**src/rtl/ppm_pkg.sv**
```systemverilog
// rtl/ppm_pkg.sv - shared types, constants and CRC-16 byte step for the PPM frame controller
package ppm_pkg;

  typedef enum logic [2:0] {
    ST_IDLE,
    ST_RECV,
    ST_CHECK,
    ST_DRAIN,
    ST_FLUSH
  } state_e;

  localparam logic [1:0]  ERR_CRC     = 2'b01;
  localparam logic [1:0]  ERR_LEN     = 2'b10;
  localparam logic [1:0]  ERR_TIMEOUT = 2'b11;

  localparam logic [15:0] CRC_INIT    = 16'hFFFF;
  localparam logic [15:0] CRC_POLY    = 16'h8408;
  localparam logic [15:0] CRC_RESIDUE = 16'hF0B8;

  // One byte of CRC-16/ISO-13239, LSB first with the reflected polynomial.
  function automatic logic [15:0] crc16_byte(input logic [15:0] crc, input logic [7:0] data);
    logic [15:0] c;
    c = crc ^ {8'h00, data};
    for (int i = 0; i < 8; i++) begin
      c = c[0] ? ((c >> 1) ^ CRC_POLY) : (c >> 1);
    end
    return c;
  endfunction

endpackage

```
**src/rtl/ppm_crc16.sv**
```systemverilog
// rtl/ppm_crc16.sv - byte-wide CRC-16 register, one byte per cycle
//  clk, rst_n : clock, asynchronous active-low reset
//  init_i     : load CRC_INIT (wins over en_i)
//  en_i       : fold data_i into the register
//  data_i     : byte to fold in
//  crc_o      : current register value
module ppm_crc16
  import ppm_pkg::*;
(
  input  logic        clk,
  input  logic        rst_n,
  input  logic        init_i,
  input  logic        en_i,
  input  logic [7:0]  data_i,
  output logic [15:0] crc_o
);

  logic [15:0] crc_q;

  always_ff @(posedge clk or negedge rst_n) begin
    if (!rst_n) begin
      crc_q <= CRC_INIT;
    end else if (init_i) begin
      crc_q <= CRC_INIT;
    end else if (en_i) begin
      crc_q <= crc16_byte(crc_q, data_i);
    end
  end

  assign crc_o = crc_q;

endmodule

```
**src/rtl/ppm_frame_ctrl.sv**
```systemverilog
// rtl/ppm_frame_ctrl.sv - captures decoded frames, checks length/CRC, streams good payloads
//  clk, rst_n          : clock, asynchronous active-low reset
//  Dout, D_en, F_en    : decoded byte, byte strobe, frame window from the decoder
//  rx_data/valid/ready : payload byte stream to host, rx_last on final payload byte
//  frame_err, err_code : discard pulse and held reason (01 CRC, 10 LEN, 11 TIMEOUT)
//  busy                : controller not idle
//  drop_pulse          : a frame window opened while busy and was ignored
module ppm_frame_ctrl
  import ppm_pkg::*;
#(
  parameter int MAX_LEN     = 32,
  parameter int MIN_LEN     = 3,
  parameter int TIMEOUT_CYC = 4096
) (
  input  logic       clk,
  input  logic       rst_n,
  input  logic [7:0] Dout,
  input  logic       D_en,
  input  logic       F_en,
  output logic [7:0] rx_data,
  output logic       rx_valid,
  input  logic       rx_ready,
  output logic       rx_last,
  output logic       frame_err,
  output logic [1:0] err_code,
  output logic       busy,
  output logic       drop_pulse
);

  localparam int PW = $clog2(MAX_LEN + 1);
  localparam int AW = $clog2(MAX_LEN);
  localparam int TW = $clog2(TIMEOUT_CYC);

  localparam logic [PW-1:0] MAX_PTR    = PW'(MAX_LEN);
  localparam logic [PW-1:0] MIN_PTR    = PW'(MIN_LEN);
  localparam logic [TW-1:0] TIMER_LAST = TW'(TIMEOUT_CYC - 1);

  state_e        state_q;
  logic          fen_q;
  logic [PW-1:0] wr_ptr_q;
  logic [PW-1:0] rd_ptr_q;
  logic [TW-1:0] timer_q;
  logic [1:0]    pend_err_q;
  logic [7:0]    rx_data_q;
  logic          rx_valid_q;
  logic          rx_last_q;
  logic          frame_err_q;
  logic [1:0]    err_code_q;
  logic          drop_pulse_q;
  logic [7:0]    mem_q [MAX_LEN];

  logic          f_rise;
  logic          f_fall;
  logic          wr_full;
  logic          wr_en;
  logic          crc_init;
  logic [15:0]   crc;
  logic [PW-1:0] last_idx;
  logic [PW-1:0] rd_next;

  assign f_rise   = F_en & ~fen_q;
  assign f_fall   = ~F_en & fen_q;
  assign wr_full  = (wr_ptr_q == MAX_PTR);
  assign wr_en    = (state_q == ST_RECV) && D_en && !wr_full;
  assign crc_init = (state_q == ST_IDLE) && f_rise;
  // Payload excludes the two trailing CRC bytes.
  assign last_idx = wr_ptr_q - PW'(3);
  assign rd_next  = rd_ptr_q + PW'(1);

  ppm_crc16 u_crc (
    .clk    (clk),
    .rst_n  (rst_n),
    .init_i (crc_init),
    .en_i   (wr_en),
    .data_i (Dout),
    .crc_o  (crc)
  );

  // Frame buffer needs no reset: reads are bounded by wr_ptr_q.
  always_ff @(posedge clk) begin
    if (wr_en) begin
      mem_q[wr_ptr_q[AW-1:0]] <= Dout;
    end
  end

  always_ff @(posedge clk or negedge rst_n) begin
    if (!rst_n) begin
      state_q      <= ST_IDLE;
      fen_q        <= 1'b0;
      wr_ptr_q     <= '0;
      rd_ptr_q     <= '0;
      timer_q      <= '0;
      pend_err_q   <= 2'b00;
      rx_data_q    <= 8'h00;
      rx_valid_q   <= 1'b0;
      rx_last_q    <= 1'b0;
      frame_err_q  <= 1'b0;
      err_code_q   <= 2'b00;
      drop_pulse_q <= 1'b0;
    end else begin
      fen_q        <= F_en;
      frame_err_q  <= 1'b0;
      drop_pulse_q <= f_rise && (state_q != ST_IDLE);
      case (state_q)
        ST_IDLE: begin
          if (f_rise) begin
            state_q  <= ST_RECV;
            wr_ptr_q <= '0;
            timer_q  <= '0;
          end
        end
        ST_RECV: begin
          if (D_en && wr_full) begin
            pend_err_q <= ERR_LEN;
            state_q    <= ST_FLUSH;
          end else if (D_en) begin
            wr_ptr_q <= wr_ptr_q + PW'(1);
            timer_q  <= '0;
            if (f_fall) state_q <= ST_CHECK;
          end else if (f_fall) begin
            state_q <= ST_CHECK;
          end else if (timer_q == TIMER_LAST) begin
            pend_err_q <= ERR_TIMEOUT;
            state_q    <= ST_FLUSH;
          end else begin
            timer_q <= timer_q + TW'(1);
          end
        end
        ST_CHECK: begin
          if (wr_ptr_q < MIN_PTR) begin
            pend_err_q <= ERR_LEN;
            state_q    <= ST_FLUSH;
          end else if (crc != CRC_RESIDUE) begin
            pend_err_q <= ERR_CRC;
            state_q    <= ST_FLUSH;
          end else begin
            state_q    <= ST_DRAIN;
            rd_ptr_q   <= '0;
            rx_data_q  <= mem_q[0];
            rx_valid_q <= 1'b1;
            rx_last_q  <= (last_idx == '0);
          end
        end
        ST_DRAIN: begin
          if (rx_ready) begin
            if (rx_last_q) begin
              rx_valid_q <= 1'b0;
              rx_last_q  <= 1'b0;
              state_q    <= ST_IDLE;
            end else begin
              rd_ptr_q  <= rd_next;
              rx_data_q <= mem_q[rd_next[AW-1:0]];
              rx_last_q <= (rd_next == last_idx);
            end
          end
        end
        ST_FLUSH: begin
          frame_err_q <= 1'b1;
          err_code_q  <= pend_err_q;
          state_q     <= ST_IDLE;
        end
        default: state_q <= ST_IDLE;
      endcase
    end
  end

  assign rx_data    = rx_data_q;
  assign rx_valid   = rx_valid_q;
  assign rx_last    = rx_last_q;
  assign frame_err  = frame_err_q;
  assign err_code   = err_code_q;
  assign drop_pulse = drop_pulse_q;
  assign busy       = (state_q != ST_IDLE);

endmodule

```
**config.mk**
```make
export PLATFORM = sky130hd
export DESIGN_NAME = ppm_frame_ctrl
export DESIGN_NICKNAME = d
export VERILOG_FILES = /design/src/rtl/ppm_pkg.sv /design/src/rtl/ppm_crc16.sv /design/src/rtl/ppm_frame_ctrl.sv
export SDC_FILE = /design/constraint.sdc
export NUM_CORES = 1
export LEC_CHECK = 0
export CAP_MARGIN = 20
export CORE_MARGIN = 5
export CORE_UTILIZATION = 36
export DETAILED_ROUTE_END_ITERATION = 12
export PLACE_DENSITY_LB_ADDON = 0.25
export SYNTH_ARGS = -nofsm -noshare
export SYNTH_HDL_FRONTEND = slang
export SYNTH_SLANG_ARGS = --single-unit
```
**constraint.sdc**
```tcl
create_clock -name clk -period 3.2 [get_ports clk]
set_input_delay 0.32 -clock clk [delete_from_list [all_inputs] [get_ports clk]]
set_output_delay 0.32 -clock clk [all_outputs]
set_load 0.01 [all_outputs]
```
## Word level (Yosys, flattened, before mapping)

Memory sizes are Yosys's and may differ from the RTL's.
Index checks and enable logic that the tools add are counted.

| storage, ports and cells | value |
|---|---|
| register bits | 60 |
| RAM bits | 256 |
| input bits | 13 |
| memories | 1 |

Memories:

| name | words | width | rd ports | clocked after Yosys merged registers in | write ports | line | source |
|---|---|---|---|---|---|---|---|
| mem_q | 32 | 8 | 2 | 0 | 1 | ppm_frame_ctrl.sv:50 | `logic [7:0] mem_q [MAX_LEN];` |

| operators by class | value |
|---|---|
| add/sub/neg operators | 4 |
| order comparisons | 1 |
| equal/unequal tests | 24 |
| mux-type cells | 61 |
| bitwise operators | 13 |
| reduce and logical (&&, ||, !) cells | 20 |

Operators by type and width:

| cell | count |
|---|---|
| $mux W16 | 10 |
| $mux W12 | 5 |
| $mux W6 | 7 |
| $mux W8 | 4 |
| $mux W3 | 10 |
| $reduce_and A5 Y1 | 5 |
| $not A2 Y3 | 8 |
| $pmux W12 S2 | 1 |
| $pmux W6 S2 | 2 |
| $ne A16 B16 Y1 const B | 1 |
| $ne A2 B2 Y1 const B | 8 |
| $pmux W8 S2 | 1 |
| $xor A16 B8 Y16 | 1 |
| $add A12 B1 Y12 const B | 1 |
| $add A6 B1 Y6 const B | 2 |
| $eq A12 B12 Y1 const B | 1 |
| $mux W2 | 6 |
| $pmux W3 S4 | 1 |
| $mux W1 | 11 |
| $ne A3 B3 Y1 const B | 3 |
| $reduce_and A4 Y1 | 2 |
| $reduce_bool A2 Y1 | 4 |
| $eq A3 B2 Y1 const B | 2 |
| $eq A6 B6 Y1 | 1 |
| 18 further kinds | 26 |

## Logic depth before layout (Yosys ltp)

| logic depth | value |
|---|---|
| depth in word-level cells | 19 |
| depth in mapped cells | 10 |
| mapped depth without buffers | 8 |

## Cells and area by module

From an unflattened synthesis, not the netlist that was laid out.

| second synthesis, totals | value |
|---|---|
| cells, all modules | 911 |
| area total of the unflattened synthesis | 13,573.0 um^2 |

By module, submodules not included:

| module | times used | cells an instance | area each (um^2) |
|---|---|---|---|
| ppm_frame_ctrl | 1 | 832 | 12,547.0 |
| ppm_crc16 | 1 | 79 | 1,026.0 |

## Worst setup path before layout

OpenSTA, ideal clock, no wires.

| path | value |
|---|---|
| path type | register to register |
| start | register wr_ptr_q[0] |
| end | memory mem_q[29][0] (enable) |
| library setup time | 0.370 ns |
| arrival time | 2.039 ns |
| data required time | 2.830 ns |
| path slack | 0.790 ns |
| cell stages (with the launch flop) | 9 |
| buffers on the path | 2 |
| period minus slack after synthesis | 2.410 ns |
| path through | dfrtp_1 > clkbuf_1 > inv_1 > ha_1 > nand2_1 > o211a_1 > clkbuf_1 > nand2_1 > nor2_1 |

| between the ends | value |
|---|---|
| cells in the longest elaborated chain, start to end | 5 |

Ends and longest elaborated chain:

| item | line | source |
|---|---|---|
| start, declared | ppm_frame_ctrl.sv:40 | `logic [PW-1:0] wr_ptr_q;` |
| start signal, assigned | ppm_frame_ctrl.sv:117 | `wr_ptr_q <= wr_ptr_q + PW'(1);` |
| $eq A6 B6 Y1 | ppm_frame_ctrl.sv:63 | `assign wr_full = (wr_ptr_q == MAX_PTR);` |
| $logic_not A1 Y1 | ppm_frame_ctrl.sv:64 | `assign wr_en = (state_q == ST_RECV) && D_en && !wr_full;` |
| $logic_and A1 B1 Y1 | ppm_frame_ctrl.sv:64 |  |
| $mux W1 | ppm_frame_ctrl.sv:81 | `if (wr_en) begin` |
| $mux W1 (not written as such) | ppm_frame_ctrl.sv:82 | `mem_q[wr_ptr_q[AW-1:0]] <= Dout;` |
| end, declared | ppm_frame_ctrl.sv:50 |  |

Parallel ways exist; a longest one is shown, timed or not.

## Final worst setup path

| path | value |
|---|---|
| start | register rd_ptr_q[1] |
| end | register rx_data_q[3], in the netlist rx_data[3] |

| between the ends | value |
|---|---|
| cells in the longest elaborated chain, start to end | 5 |

Ends and longest elaborated chain:

| item | line | source |
|---|---|---|
| start, declared | ppm_frame_ctrl.sv:41 | `logic [PW-1:0] rd_ptr_q;` |
| start signal, assigned | ppm_frame_ctrl.sv:151 | `rd_ptr_q <= rd_next;` |
| $add A6 B1 Y6 | ppm_frame_ctrl.sv:68 | `assign rd_next = rd_ptr_q + PW'(1);` |
| $mem_v2 Z32 W8 | - |  |
| $mux W8 | ppm_frame_ctrl.sv:146 | `if (rx_last_q) begin` |
| $mux W8 | ppm_frame_ctrl.sv:145 | `if (rx_ready) begin` |
| $pmux W8 S2 | ppm_frame_ctrl.sv:104 | `case (state_q)` |
| end signal, assigned | ppm_frame_ctrl.sv:139 | `rx_data_q <= mem_q[0];` |
| end signal, assigned | ppm_frame_ctrl.sv:152 | `rx_data_q <= mem_q[rd_next[AW-1:0]];` |
| end, declared | ppm_frame_ctrl.sv:44 | `logic [7:0] rx_data_q;` |

Every way passes these cells. The select of a mux whose other input is x is not followed.
A chain may end at the register's enable or synchronous reset.

==> impl_metrics.ini <==
[synth]
yosysWarningCount = 0
synth.mux.area_fraction_pct = 4.838
synth_simple_gate_area_share_pct = 14.38
ys_top_cells_by_count = sky130_fd_sc_hd__edfxtp_1, sky130_fd_sc_hd__nand2_1, sky130_fd_sc_hd__nand3_1, sky130_fd_sc_hd__nor2_1, sky130_fd_sc_hd__dfrtp_1
ys.flop_type = sky130_fd_sc_hd__edfxtp_1
yosys.area.top_type = sky130_fd_sc_hd__edfxtp_1
synth.distinct_cells = 56
yosys-top-cells-area = sky130_fd_sc_hd__edfxtp_1, sky130_fd_sc_hd__dfrtp_1, sky130_fd_sc_hd__nand2_1
post_synth_edffs = 256
synth_compound_gate_area_share_pct = 5.653
synth.yosys.seq_area_share_pct = 69.00
synthesis.area_mm2 = 0.01335
ys_async_sr_fraction_pct = 18.99
synth_fp_nets = 1040
synth_top_family_by_area = simple AND/OR/NAND/NOR gates
post_synth_xor_area_fraction_pct = 3.535
yosysMostFrequentCell = sky130_fd_sc_hd__edfxtp_1
synth_seq_cells = 316
netlist.area_leader.share_pct = 57.60
synth_adder_area_share_pct = 0.5625
synthesis.instances = 1021
syn_avg_cell_area_um2 = 13.07

[power]
net-switching-power_uw = 3787
switching_share_pct = 31.08
vdd_drop_max_mv = 0.3688
portion_of_total_power_attributed_to_combinational_logic_pct = 26.5
power.leakage_uw = 0.005442
seqPwrFrac_pct = 41.6
power_frac_clock_pct = 31.9
power_report.internal_total_uw = 8398
power_density_mw_per_mm2 = 778.0

[cells_and_area]
antenna_cells_inserted = 0
layout-drive-gt1-share_pct = 15.15
area_delta_synth_final_pct = 17.36
area_occupied_by_multi_input_gates_mm2 = 0.003899
num-nets-final = 1116
design_area_mm2 = 0.01566
n_fill_cell = 3374
area.sequential_mm2 = 0.009209

[grt]
grt_first_pass_wirelength_um = 53630
globalRouteOverflowTotal = 0
grt_pass1_vias = 8423
globalRouteTotalUtil_pct = 17.12
number_of_antenna_violations_at_the_first_check_in_global_routing = 2
grt_start_max_net_pins = 58

[routing]
vias = 8373
routed_via_density = 5.266
drt_pass1_iterations = 5
drtIter0Drc = 803
antenna_left = 0
total_drc_errors_in_the_routed_layout = 0
routed_wl_um = 35110
route.detailed.wl_per_inst_um = 22.08

[clock_tree]
cts.repair_timing.setup_buffer_count = 0
worst_skew_pair.late_latency_ns = 0.51
clockBufferDepth = 3
tritoncts.num_buffers = 35
cts_tree = done
clock-sinks = 316
clockRootBuffer = sky130_fd_sc_hd__clkbuf_16
htree_levels = 2
clk_transition_reported_paths_ns = 0.06

[sta]
hold_viol = 0
final.setup.tns_ns = 0
layout_min_cycle_time_ns = 2.871
drv_slew = 0
worst-slew-pin-transition_ns = 0.7095
clock-skew-final_ns = 0.01245
fmax_ghz = 0.3483
fin_hold_ws_ns = 0.3441
setup_viol = 0
timing.final.crit_share_pct = 89.71
unrepaired_setup_endpoints_after_global_routing = no
post-route-worst-setup-slack_ns = 0.3293
remaining_max_slew_budget_at_the_tightest_pin_pct = 52.26

[critical_path]
setup.worst_path.class = reg2reg
start_kind = flip-flop
timing.critical_path.fanout_max = 39
r2r-end = rx_data[3]
reg2reg_from = rd_ptr_q[1]
critPathCapture = rx_data[3]
critPathCaptureType = flip-flop
critical_path.max_stage_delay_ns = 0.53
crit_path_start = rd_ptr_q[1]
r2r_setup_slack_ns = 0.33
cp.arrival_ns = 3.30
cells_along_the_critical_path = ha_1 -> xnor2_4 -> buf_4 -> nand2_1 -> a32oi_1 -> a31oi_1 -> or4_1 -> nand3_1
worstRegToRegCells = 8
crit_required_ns = 3.63
crit_path_top_delay_cell = sky130_fd_sc_hd__ha_1

[run]
timing.max_cap.violations = 0

[placed_design]
place.gp.congestion = 0.8178
placement.io_buffers = 27
placement.cell_area_mm2 = 0.01454
placement.setup.worst_slack_ns = 0.3520
detailedPlacementHpwl_um = 23200

[floorplanning]
placement_rows = 70
die-area_mm2 = 0.04102
dieHeight_um = 202.5
start_util_pct = 36.45
floorplan.core_area_mm2 = 0.03661
die-width_um = 202.5
top_level_ports = 28

[worst_hold_path]
hold_path.class = in2reg
min_delay_path_depth = 1

[outcome]
run_status = complete, no violations
==> repair_timing <==
action | in CTS | in global routing
hold buffers | 1 | 0
hold endpoints to repair | 21 | 0
resized for setup | 0 | 0
==> layer usage <==
layer / vias to the layer above / track usage (%) / part of all wire (%)
met4: 0 / 4.922 / 2.5
li1: 3915 / - / -
met2: 229 / 28.26 / 48
met1: 4186 / 23.66 / 44
met5: - / 0 / 0
met3: 43 / 2.731 / 5.5
==> stage by stage <==
stage / utilization (%) / power [µW] / instances
final: 42.78 / 12190 / 1590
after global routing: 42.78 / 12770 / 1590
after CTS: 42.78 / 12310 / 1590
after detailed placement: 39.73 / 8404 / 1527
after global placement: 39.73 / 8391 / 1527
after floorplan: - / 7168 / 1021
==> placed cells by master (no fill, tap or decap), types with 4 or more instances in the layout <==
master / count
sky130_fd_sc_hd__o211ai_1: 12
sky130_fd_sc_hd__buf_4: 68
sky130_fd_sc_hd__nor3_1: 5
sky130_fd_sc_hd__nand4_1: 8
sky130_fd_sc_hd__clkinv_2: 10
sky130_fd_sc_hd__nand2_1: 229
sky130_fd_sc_hd__clkbuf_16: 37
sky130_fd_sc_hd__nand3_1: 83
sky130_fd_sc_hd__mux4_2: 16
sky130_fd_sc_hd__clkdlybuf4s50_1: 26
sky130_fd_sc_hd__a31oi_1: 27
sky130_fd_sc_hd__edfxtp_1: 256
sky130_fd_sc_hd__a32oi_1: 24
sky130_fd_sc_hd__o21ai_0: 21
sky130_fd_sc_hd__xor2_1: 19
sky130_fd_sc_hd__clkbuf_1: 7
sky130_fd_sc_hd__dfrtp_1: 44
sky130_fd_sc_hd__or4_1: 11
sky130_fd_sc_hd__nor3b_1: 4
sky130_fd_sc_hd__ha_1: 6
sky130_fd_sc_hd__mux2i_1: 24
sky130_fd_sc_hd__dfstp_2: 16
sky130_fd_sc_hd__nor2_1: 58
sky130_fd_sc_hd__mux2_2: 4
sky130_fd_sc_hd__nor2b_1: 7
sky130_fd_sc_hd__inv_1: 4
sky130_fd_sc_hd__xnor2_1: 32
sky130_fd_sc_hd__nor4_1: 5
==> how the worst min path moves through the flow <==
stage / end / slack, ns / from
3_5_place_dp: timer_q[9] / 0.41 / rst_n
5_1_grt: fen_q / 0.34 / F_en
6_report: fen_q / 0.34 / F_en
2_1_floorplan: drop_pulse / 0.02 / rst_n
4_1_cts: fen_q / 0.33 / F_en
3_3_place_gp: timer_q[7] / 0.40 / rst_n
==> power groups by stage <==
stage / clock network [µW] / registers (µW) / logic (µW)
floorplan: 0 / 5080 / 2090
global placement: 0 / 5150 / 3240
detailed placement: 0 / 5160 / 3250
CTS: 3970 / 5080 / 3260
global route: 4150 / 5110 / 3510
finish: 3880 / 5070 / 3230
==> flip-flops by register name, indices dropped and copies added, names as in the netlist <==
signal and cells:
rx_valid 1, err_code 2, rx_last 1, wr_ptr_q 6, u_crc.crc_o 16, pend_err_q 2
mem_q 256, drop_pulse 1, fen_q 1, frame_err 1, rx_data 8, rd_ptr_q 6
state_q 3, timer_q 12
==> layout make-up <==
| class | instances | area share [%] |
|---|---|---|
| clock buffer | 46 | 6.255 |
| multi-input combinational | 641 | 24.89 |
| inverter | 4 | 0.09586 |
| clock inverter | 16 | 0.8228 |
| timing repair buffer | 99 | 5.400 |
| tap | 468 | 3.739 |
| sequential | 316 | 58.80 |
==> worst max-delay path, delay by kind of cell (launching register included) <==
family,cells,cell delay [ns]
flops,1,0.46
compound gates,2,0.53
simple gates,3,0.65
fa+ha+maj,1,0.53
buf+inv,1,0.43
xor+xnor,1,0.18
==> cell families after synthesis <==
logic type	after synthesis
and+or+nand+nor	432
buffers and inverters	64
adders and majority gates	6
muxes	44
xor gates and xnor gates	53
AOI/OAI and AO/OA	106
DFF	316
No activity file was read; power rests on OpenSTA's default activity.
